--- src/rtl/countdown_timer.sv ---
// BCD seconds countdown timer paced by an external 4 Hz slow clock.
// Runs from a loaded preset down to 00 in quarter-second steps, then blinks the alarm until cleared or reloaded.
module countdown_timer #(
  parameter int SYNC_STAGES = 2
) (
  input  logic       clk_in,
  input  logic       reset,
  input  logic       slow_clk,
  input  logic [3:0] load_tens,
  input  logic [3:0] load_ones,
  input  logic       load,
  input  logic       start_stop,
  input  logic       clear,
  output logic [3:0] tens,
  output logic [3:0] ones,
  output logic [1:0] quarter,
  output logic [1:0] state,
  output logic       busy,
  output logic       done,
  output logic       alarm
);

  typedef enum logic [1:0] {
    ST_IDLE  = 2'd0,
    ST_RUN   = 2'd1,
    ST_PAUSE = 2'd2,
    ST_DONE  = 2'd3
  } state_t;

  function automatic logic [3:0] clamp_bcd(input logic [3:0] digit);
    clamp_bcd = (digit > 4'd9) ? 4'd9 : digit;
  endfunction

  logic [SYNC_STAGES-1:0] sync_q;
  logic                   hist_q;
  logic [SYNC_STAGES:0]   valid_q;
  logic                   tick_s;

  state_t     state_q, state_d;
  logic [3:0] tens_q, tens_d;
  logic [3:0] ones_q, ones_d;
  logic [1:0] quarter_q, quarter_d;
  logic       alarm_q, alarm_d;
  logic       ss_accept_s;

  // Synchronizer, edge history and a fill marker; the marker keeps the
  // post-reset pipeline fill from looking like a slow_clk rising edge.
  always_ff @(posedge clk_in or posedge reset) begin
    if (reset) begin
      sync_q  <= '0;
      hist_q  <= 1'b0;
      valid_q <= '0;
    end else begin
      sync_q  <= {sync_q[SYNC_STAGES-2:0], slow_clk};
      hist_q  <= sync_q[SYNC_STAGES-1];
      valid_q <= {valid_q[SYNC_STAGES-1:0], 1'b1};
    end
  end

  assign tick_s = sync_q[SYNC_STAGES-1] & ~hist_q & valid_q[SYNC_STAGES];

  // State and datapath registers.
  always_ff @(posedge clk_in or posedge reset) begin
    if (reset) begin
      state_q   <= ST_IDLE;
      tens_q    <= 4'd0;
      ones_q    <= 4'd0;
      quarter_q <= 2'd0;
      alarm_q   <= 1'b0;
    end else begin
      state_q   <= state_d;
      tens_q    <= tens_d;
      ones_q    <= ones_d;
      quarter_q <= quarter_d;
      alarm_q   <= alarm_d;
    end
  end

  // Decide whether start_stop is honoured in the current state.
  always_comb begin
    ss_accept_s = 1'b0;
    case (state_q)
      ST_IDLE:  ss_accept_s = (tens_q != 4'd0) || (ones_q != 4'd0);
      ST_RUN:   ss_accept_s = 1'b1;
      ST_PAUSE: ss_accept_s = 1'b1;
      ST_DONE:  ss_accept_s = 1'b0;
      default:  ss_accept_s = 1'b0;
    endcase
  end

  // Next-state logic; ignored inputs fall through to lower-priority ones.
  always_comb begin
    state_d   = state_q;
    tens_d    = tens_q;
    ones_d    = ones_q;
    quarter_d = quarter_q;
    alarm_d   = alarm_q;
    if (clear) begin
      state_d   = ST_IDLE;
      tens_d    = 4'd0;
      ones_d    = 4'd0;
      quarter_d = 2'd0;
      alarm_d   = 1'b0;
    end else if (load && ((state_q == ST_IDLE) || (state_q == ST_DONE))) begin
      state_d   = ST_IDLE;
      tens_d    = clamp_bcd(load_tens);
      ones_d    = clamp_bcd(load_ones);
      quarter_d = 2'd0;
      alarm_d   = 1'b0;
    end else if (start_stop && ss_accept_s) begin
      // A coincident tick is deliberately dropped here.
      if (state_q == ST_RUN) begin
        state_d = ST_PAUSE;
      end else begin
        state_d = ST_RUN;
      end
    end else if (tick_s) begin
      case (state_q)
        ST_RUN: begin
          if (quarter_q != 2'd3) begin
            quarter_d = quarter_q + 2'd1;
          end else begin
            quarter_d = 2'd0;
            if (ones_q != 4'd0) begin
              ones_d = ones_q - 4'd1;
            end else if (tens_q != 4'd0) begin
              ones_d = 4'd9;
              tens_d = tens_q - 4'd1;
            end else begin
              ones_d = 4'd0;
            end
            if ((tens_d == 4'd0) && (ones_d == 4'd0)) begin
              state_d = ST_DONE;
              alarm_d = 1'b1;
            end else begin
              state_d = ST_RUN;
            end
          end
        end
        ST_DONE: alarm_d = ~alarm_q;
        default: alarm_d = alarm_q;
      endcase
    end else begin
      state_d = state_q;
    end
  end

  assign tens    = tens_q;
  assign ones    = ones_q;
  assign quarter = quarter_q;
  assign state   = state_q;
  assign alarm   = alarm_q;
  assign busy    = (state_q == ST_RUN) || (state_q == ST_PAUSE);
  assign done    = (state_q == ST_DONE);

endmodule

--- config.mk ---
export PLATFORM = sky130hd
export DESIGN_NAME = countdown_timer
export DESIGN_NICKNAME = d
export VERILOG_FILES = /design/src/rtl/countdown_timer.sv
export SDC_FILE = /design/constraint.sdc
export NUM_CORES = 1
export LEC_CHECK = 0
export ABC_CLOCK_PERIOD_IN_PS = 2400
export BUFFER_PORTS_ARGS = -buffer_cell sky130_fd_sc_hd__buf_2
export CAP_MARGIN = 20
export CORE_MARGIN = 4
export CORE_UTILIZATION = 50
export DETAILED_ROUTE_END_ITERATION = 8
export PLACE_DENSITY = 0.84
export SLEW_MARGIN = 20
export SYNTH_ARGS = -nofsm -noshare
export SYNTH_HDL_FRONTEND = slang
export SYNTH_SLANG_ARGS = --single-unit
export TNS_END_PERCENT = 30
--- constraint.sdc ---
create_clock -name clk_in -period 2.4 [get_ports clk_in]
set_input_delay 0.12 -clock clk_in [delete_from_list [all_inputs] [get_ports clk_in]]
set_output_delay 0.12 -clock clk_in [all_outputs]
set_load 0.005 [all_outputs]
# ---- Word-level counts from Yosys, hierarchy flattened
# Cells that the tools add are included.
dict set report word_totals {
  ff_bits 19
  output_inout_bits 15
  word_cells 99
}
dict set report classes {
  addsub 3
  magnitude_cmp 2
  n_eq_ne 9
  muxes 52
  n_bitwise 4
  n_reduce_logical 21
}
# cell n
set op_table {}
lappend op_table {{2-to-1 mux 4 bit} 30}
lappend op_table {{2-to-1 mux 2 bit} 14}
lappend op_table {{nonzero test 4 bit} 5}
lappend op_table {{greater-than comparator 4 bit, second input constant} 2}
lappend op_table {{zero test 4 bit} 2}
lappend op_table {{!= test 4 bit, second input constant} 2}
lappend op_table {{subtractor 4 x 1 -> 4 bit, second input constant} 2}
lappend op_table {{2-to-1 mux 1 bit} 6}
lappend op_table {{!= test 3 bit, second input constant} 2}
lappend op_table {{AND reduction 3 bit} 2}
lappend op_table {{nonzero test 3 bit} 2}
lappend op_table {{AND reduction 5 bit} 1}
lappend op_table {{equality test 2 bit, second input constant} 2}
lappend op_table {{!= test 4 x 3 -> 1 bit, second input constant} 1}
lappend op_table {{AND reduction 4 bit} 1}
lappend op_table {{logical AND 1 bit} 3}
lappend op_table {{logical OR 1 bit} 3}
lappend op_table {{case mux 1 bit (3 select lines)} 1}
lappend op_table {{adder 2 x 1 -> 2 bit, second input constant} 1}
lappend op_table {{AND 1 bit} 2}
lappend op_table {{equality test 2 x 1 -> 1 bit, second input constant} 1}
lappend op_table {{zero test 2 bit} 1}
lappend op_table {{!= test 2 bit, second input constant} 1}
lappend op_table {{inverter 1 bit} 2}
lappend op_table {{2 further kinds} 2}

# ---- Logic depth before layout (Yosys ltp)
dict set report depth {
  ltp_word 18
  depth_mapped 8
  ltp_nobuf 7
}

# ---- Least setup slack after synthesis
# Ideal clock, no wire load.
dict set report synth_path {
  path_kind {register to register}
  startpoint {register tens_q[0], in the netlist tens[0]}
  endpoint {register alarm_q, in the netlist alarm}
  setup_ns 0.135
  arrival_ns 1.701
  setup_slack_ns 0.564
  path_stages_with_launch 8
  period_less_slack_ns 1.836
  path_cell_list {dfrtp_1 > inv_1 > ha_1 > and4bb_1 > a21o_4 > and2_1 > a221oi_1 > a211oi_2}
}
dict set report synth_via {
  elab_chain_len 13
  elab_cells_between_ends 27
  cone_classes {add/sub: 1; eq/ne: 2; mux: 17; reduce/logical: 7}
}
# item line_no
set synth_lines {}
lappend synth_lines {{start, declared} 40} ;# logic [3:0] tens_q, tens_d;
lappend synth_lines {{start signal, assigned} 72} ;# tens_q <= tens_d;
lappend synth_lines {{subtractor 4 x 1 -> 4 bit or nonzero test 4 bit (tied branches)} {128, 83, 126}}
lappend synth_lines {{2-to-1 mux 4 bit} 126} ;# end else if (tens_q != 4'd0) begin
lappend synth_lines {{2-to-1 mux 4 bit} 124} ;# if (ones_q != 4'd0) begin
lappend synth_lines {{2-to-1 mux 4 bit} 120} ;# if (quarter_q != 2'd3) begin
lappend synth_lines {{2-to-1 mux 4 bit} 118} ;# case (state_q)
lappend synth_lines {{2-to-1 mux 4 bit} 117} ;# end else if (tick_s) begin
lappend synth_lines {{2-to-1 mux 4 bit} 110} ;# end else if (start_stop && ss_accept_s) begin
lappend synth_lines {{2-to-1 mux 4 bit} 104} ;# end else if (load && ((state_q == ST_IDLE) || (state_q == ST_DONE))) begin
lappend synth_lines {{2-to-1 mux 4 bit} 98} ;# if (clear) begin
lappend synth_lines {{zero test 4 bit} 132} ;# if ((tens_d == 4'd0) && (ones_d == 4'd0)) begin
lappend synth_lines {{logical AND 1 bit} 132}
lappend synth_lines {{!= test 4 x 3 -> 1 bit (no source line)} --}
lappend synth_lines {{AND reduction 5 bit (no source line) (*)} --}
lappend synth_lines {{end signal, assigned} 75} ;# alarm_q <= alarm_d;
lappend synth_lines {{end, declared} 43} ;# logic alarm_q, alarm_d;
# Mark *: on every way between the ends. The rest lies on a longest branch, timed or not. The select of a mux whose other input is x is not followed.
# A chain may end at the register's enable or synchronous reset.

# ---- Worst setup path after layout
dict set report layout_path {
  startpoint {register state_q[0], in the netlist state[0]}
  endpoint {register tens_q[1], in the netlist tens[1]}
}
dict set report layout_via {
  elab_chain_len 6
  elab_cells_between_ends 16
  cone_classes {eq/ne: 5; mux: 3; reduce/logical: 8}
}
# item line_no
set layout_lines {}
lappend layout_lines {{start, declared} 39} ;# state_t state_q, state_d;
lappend layout_lines {{start signal, assigned} 71} ;# state_q <= state_d;
lappend layout_lines {{equality test 2 x 1 -> 1 bit or equality test 2 bit (tied branches)} {82, 118}}
lappend layout_lines {{OR reduction 2 bit (no source line)} --}
lappend layout_lines {{case mux 1 bit (3 select lines)} 82} ;# case (state_q)
lappend layout_lines {{logical AND 1 bit} 110}
lappend layout_lines {{!= test 3 bit (no source line)} --}
lappend layout_lines {{AND reduction 4 bit (no source line)} --}
# Several ways; a longest one is shown, not always the timed one.

==> results.md <==
- Count of cells resized by post-cts repair: 0
- Count of warnings emitted by yosys: 0
- Port buffer count: 28
- Critical path type: flop to flop
- Switching component of the power: 0.727 mW
- Cell chain of the critical path: inv_1 -> ha_1 -> nand2b_1 -> or2b_2 -> a21oi_4 -> nor2_1 -> a22o_1
- Fraction of power consumed by combinational cells: 56.8%
- Number of standard-cell rows in the floorplan: 17
- First-pass detailed-route iteration total: 4
- Area of the multi-input gates: 674 um^2
- Syn_area_per_cell: 9.70 um^2
- Number of placed I/O pins: 29
- Clk_lat worst skew: 300 ps
- Result of the run: finished, final reports clean
- Crit-path leading delay family: simple AND/OR/NAND/NOR gates
- Async SR Flop Fraction: 100%
- Largest area contributor in the netlist: sky130_fd_sc_hd__dfrtp_1
- H-tree levels: 1
- Aggregate global routing overflow: 0
- Global-route total usage across every layer: 18.5%
- Proportion of total power due to net switching: 46.0%
- CTS tree: built
- Part of the total power dissipated in the clock network: 10.9%
- Register area share after synthesis: 39.5%
- Average vias per placed instance: 5.99
- Post-synth EDFFs: 0
- Flip-flop cell with the highest count after synthesis: sky130_fd_sc_hd__dfrtp_1
- Clk sink count: 19
- Number of unique standard cell types used by synthesis: 45
- Initial standard-cell utilization of the core: 53.3%
- CP Launch Type: flop
- Maximum fanout along the worst path: 13
- Std-Cell Core Area: 2250 um^2
- Cell at the root of the clock tree: sky130_fd_sc_hd__clkbuf_4
- Required time worst endpoint: 2610 ps
- Unrepaired setup endpoints after global routing: false
- Top-area cell type share of the netlist area: 39.5%
- WP data arrival: 2340 ps
- Final Hold Vio Count: 0
- Post-Syn Nets: 143
- Power density normalized to cell area: 1120 nW/um^2
- Count of inserted antenna diode cells: 0
- CTS Hold Bufs: 2
- Maximum number of pins on one net before global-route repair: 20
- Bufs on Longest Clock Path: 2
- Total vias in the final route: 1097
- Area growth syn-to-layout: 17.8%
- Setup-violating endpoint count in the final report: 0
- F_max: 470 MHz
- Via count of the first global-routing pass: 1061
- Antenna violations before repair: 0
- Hold Crit Class: primary input to flop
- Die height: 57.0 um
- Fraction of final layout cells sized beyond drive strength 1: 28.4%
- Leakage power: 0.672 nW
- Part of the power in registers: 32.4%
- Count of state elements after synthesis: 19
- Half-perimeter wire length of the detailed placement result: 2180 um
- Gate Count Post-Synth: 124
- Flip-flop and latch area: 475 um^2
- Least-Margin Pin Slew: 721 ps
- Design Power: 1.58 mW
- Total die area: 3250 um^2
- Ratio of final minimum period to clock period: 88.7%
- Final setup skew: 1.47 ps
- Post-layout util: 62.8%
- Count of pins over their slew limit: 0
- Routed length per placed instance: 15.3 um
- Max stage delay on crit path: 440 ps
- Netlist area before placement: 1200 um^2
- Worst-case headroom to the max-slew limit: 51.9%
- Number of remaining DRC errors: 0
- Clock buffer count from CTS: 3
- Initial DRC count: 38
- Slowest cell on crit path: sky130_fd_sc_hd__dfrtp_1
- Leading post-synthesis cells by cell area: sky130_fd_sc_hd__dfrtp_1 (40%), sky130_fd_sc_hd__ha_1 (5.2%), sky130_fd_sc_hd__o31ai_1 (4.4%), sky130_fd_sc_hd__a21oi_1 (3.7%), sky130_fd_sc_hd__a22o_1 (2.9%)
- Routability Congestion: 0.884
- Minimum clock period: 2130 ps
- TNS Setup: 0 ps
- Register clock-pin slew on the reported worst setup and hold paths: 110 ps
- Count of fill cells added during filler insertion: 206
- Die W: 57.0 um
- Design internal power: 0.853 mW
- Max-cap viol count: 0
- Wire length of the first global-routing pass: 4820 um
- Detailed-route wire length: 2800 um
- Critical path capture point type: flop
- Post-CTS Setup Bufs: 0
- Peak supply drop: 0.000602 V
- Nets: 175
- Remaining antenna violation count after routing: 0
- Number of buffers and inverters on the critical path: 1
## final timing paths
| path | from | end | slack (ps) | cells after the start |
|---|---|---|---|---|
| worst max-delay path | state[0]$_DFFE_PP0P_ | tens[1]$_DFFE_PP0P_ | 270 | 7 |
| worst min-delay path | clear | ones[2]$_DFFE_PP0P_ | 110 | 2 |
| worst max register to register | state[0]$_DFFE_PP0P_ | tens[1]$_DFFE_PP0P_ | 270 | 7 |
| worst min register to register | valid_q[0]$_DFF_PP0_ | valid_q[1]$_DFF_PP0_ | 370 | 0 |
| max in group asynchronous | reset | tens[0]$_DFFE_PP0P_ | 1490 | 3 |
| min in group asynchronous | reset | ones[3]$_DFFE_PP0P_ | 450 | 3 |
## Yosys cell counts, drive strengths merged, types with 3 or more instances
master / instances
o21ai: 7
nor2: 9
a21oi: 10
dfrtp: 19
clkbuf: 3
nor2b: 3
nand3: 4
a31oi: 3
ha: 5
a211oi: 4
inv: 7
a22o: 4
o31ai: 7
nand2: 9
## area by class of cell
cell class | count | area share (%)
Clock inverter | 1 | 0.530
Inverter | 7 | 1.86
Sequential cell | 19 | 33.6
Timing Repair Buffer | 32 | 12.4
Clock buffer | 3 | 1.59
Multi-Input combinational cell | 93 | 47.6
Tap cell | 28 | 2.47
## cell families (layout without fill, tap and decap cells)
logic type      count (synthesis)  in the layout  synth area share [%]
mux                             2              2                  1.66
buf+inv                        12             43                  4.37
simple gates                   43             43                  22.5
compound gates                 42             42                  26.4
fa+ha+maj                       5              5                  5.20
other cells                     1              1                 0.312
flops                          19             19                  39.5
## power by group through the flow
stage | Sequential [mW] | Combinational, mW | Clock, mW
final | 0.511 | 0.897 | 0.172
after global routing | 0.525 | 1.00 | 0.194
after floorplan | 0.484 | 0.672 | 0
after CTS | 0.509 | 0.898 | 0.180
after global placement | 0.505 | 0.850 | 0
after detailed placement | 0.516 | 0.891 | 0
## per-stage QoR
stage / hold WS (ps) / cells / worst slack (ps) / cell area (um^2)
finish: 113 / 183 / 271 / 1420
global route: 109 / 183 / 101 / 1420
CTS: 105 / 183 / 252 / 1420
detailed placement: 230 / 177 / 286 / 1370
global placement: 228 / 177 / 404 / 1370
floorplan: 71.1 / 124 / 564 / 1200
## sequential cells by signal (all words and copies together), names as in the netlist
register  flops
valid_q       3
sync_q        2
hist_q        1
tens          4
alarm         1
quarter       2
state         2
ones          4
## placed cells by master (no fill, tap or decap), types with 3 or more instances in the layout
cell	instances
sky130_fd_sc_hd__o31ai_1	7
sky130_fd_sc_hd__nand2_1	9
sky130_fd_sc_hd__ha_1	5
sky130_fd_sc_hd__a22o_1	4
sky130_fd_sc_hd__buf_2	28
sky130_fd_sc_hd__a211oi_1	3
sky130_fd_sc_hd__clkbuf_4	3
sky130_fd_sc_hd__nand3_1	3
sky130_fd_sc_hd__dfrtp_1	19
sky130_fd_sc_hd__inv_1	7
sky130_fd_sc_hd__a21oi_1	9
sky130_fd_sc_hd__nor2_1	9
sky130_fd_sc_hd__nor2b_1	3
sky130_fd_sc_hd__o21ai_0	6
## per-layer routing
layer	vias up	track usage [%]	share of wire (%)
met2	44	30.0	47
li1	521	-	-
met1	525	23.8	43
met4	0	7.62	2.3
met3	7	4.07	8.0
met5	-	0	0
Note: power is estimated with default switching activity, not from simulation.
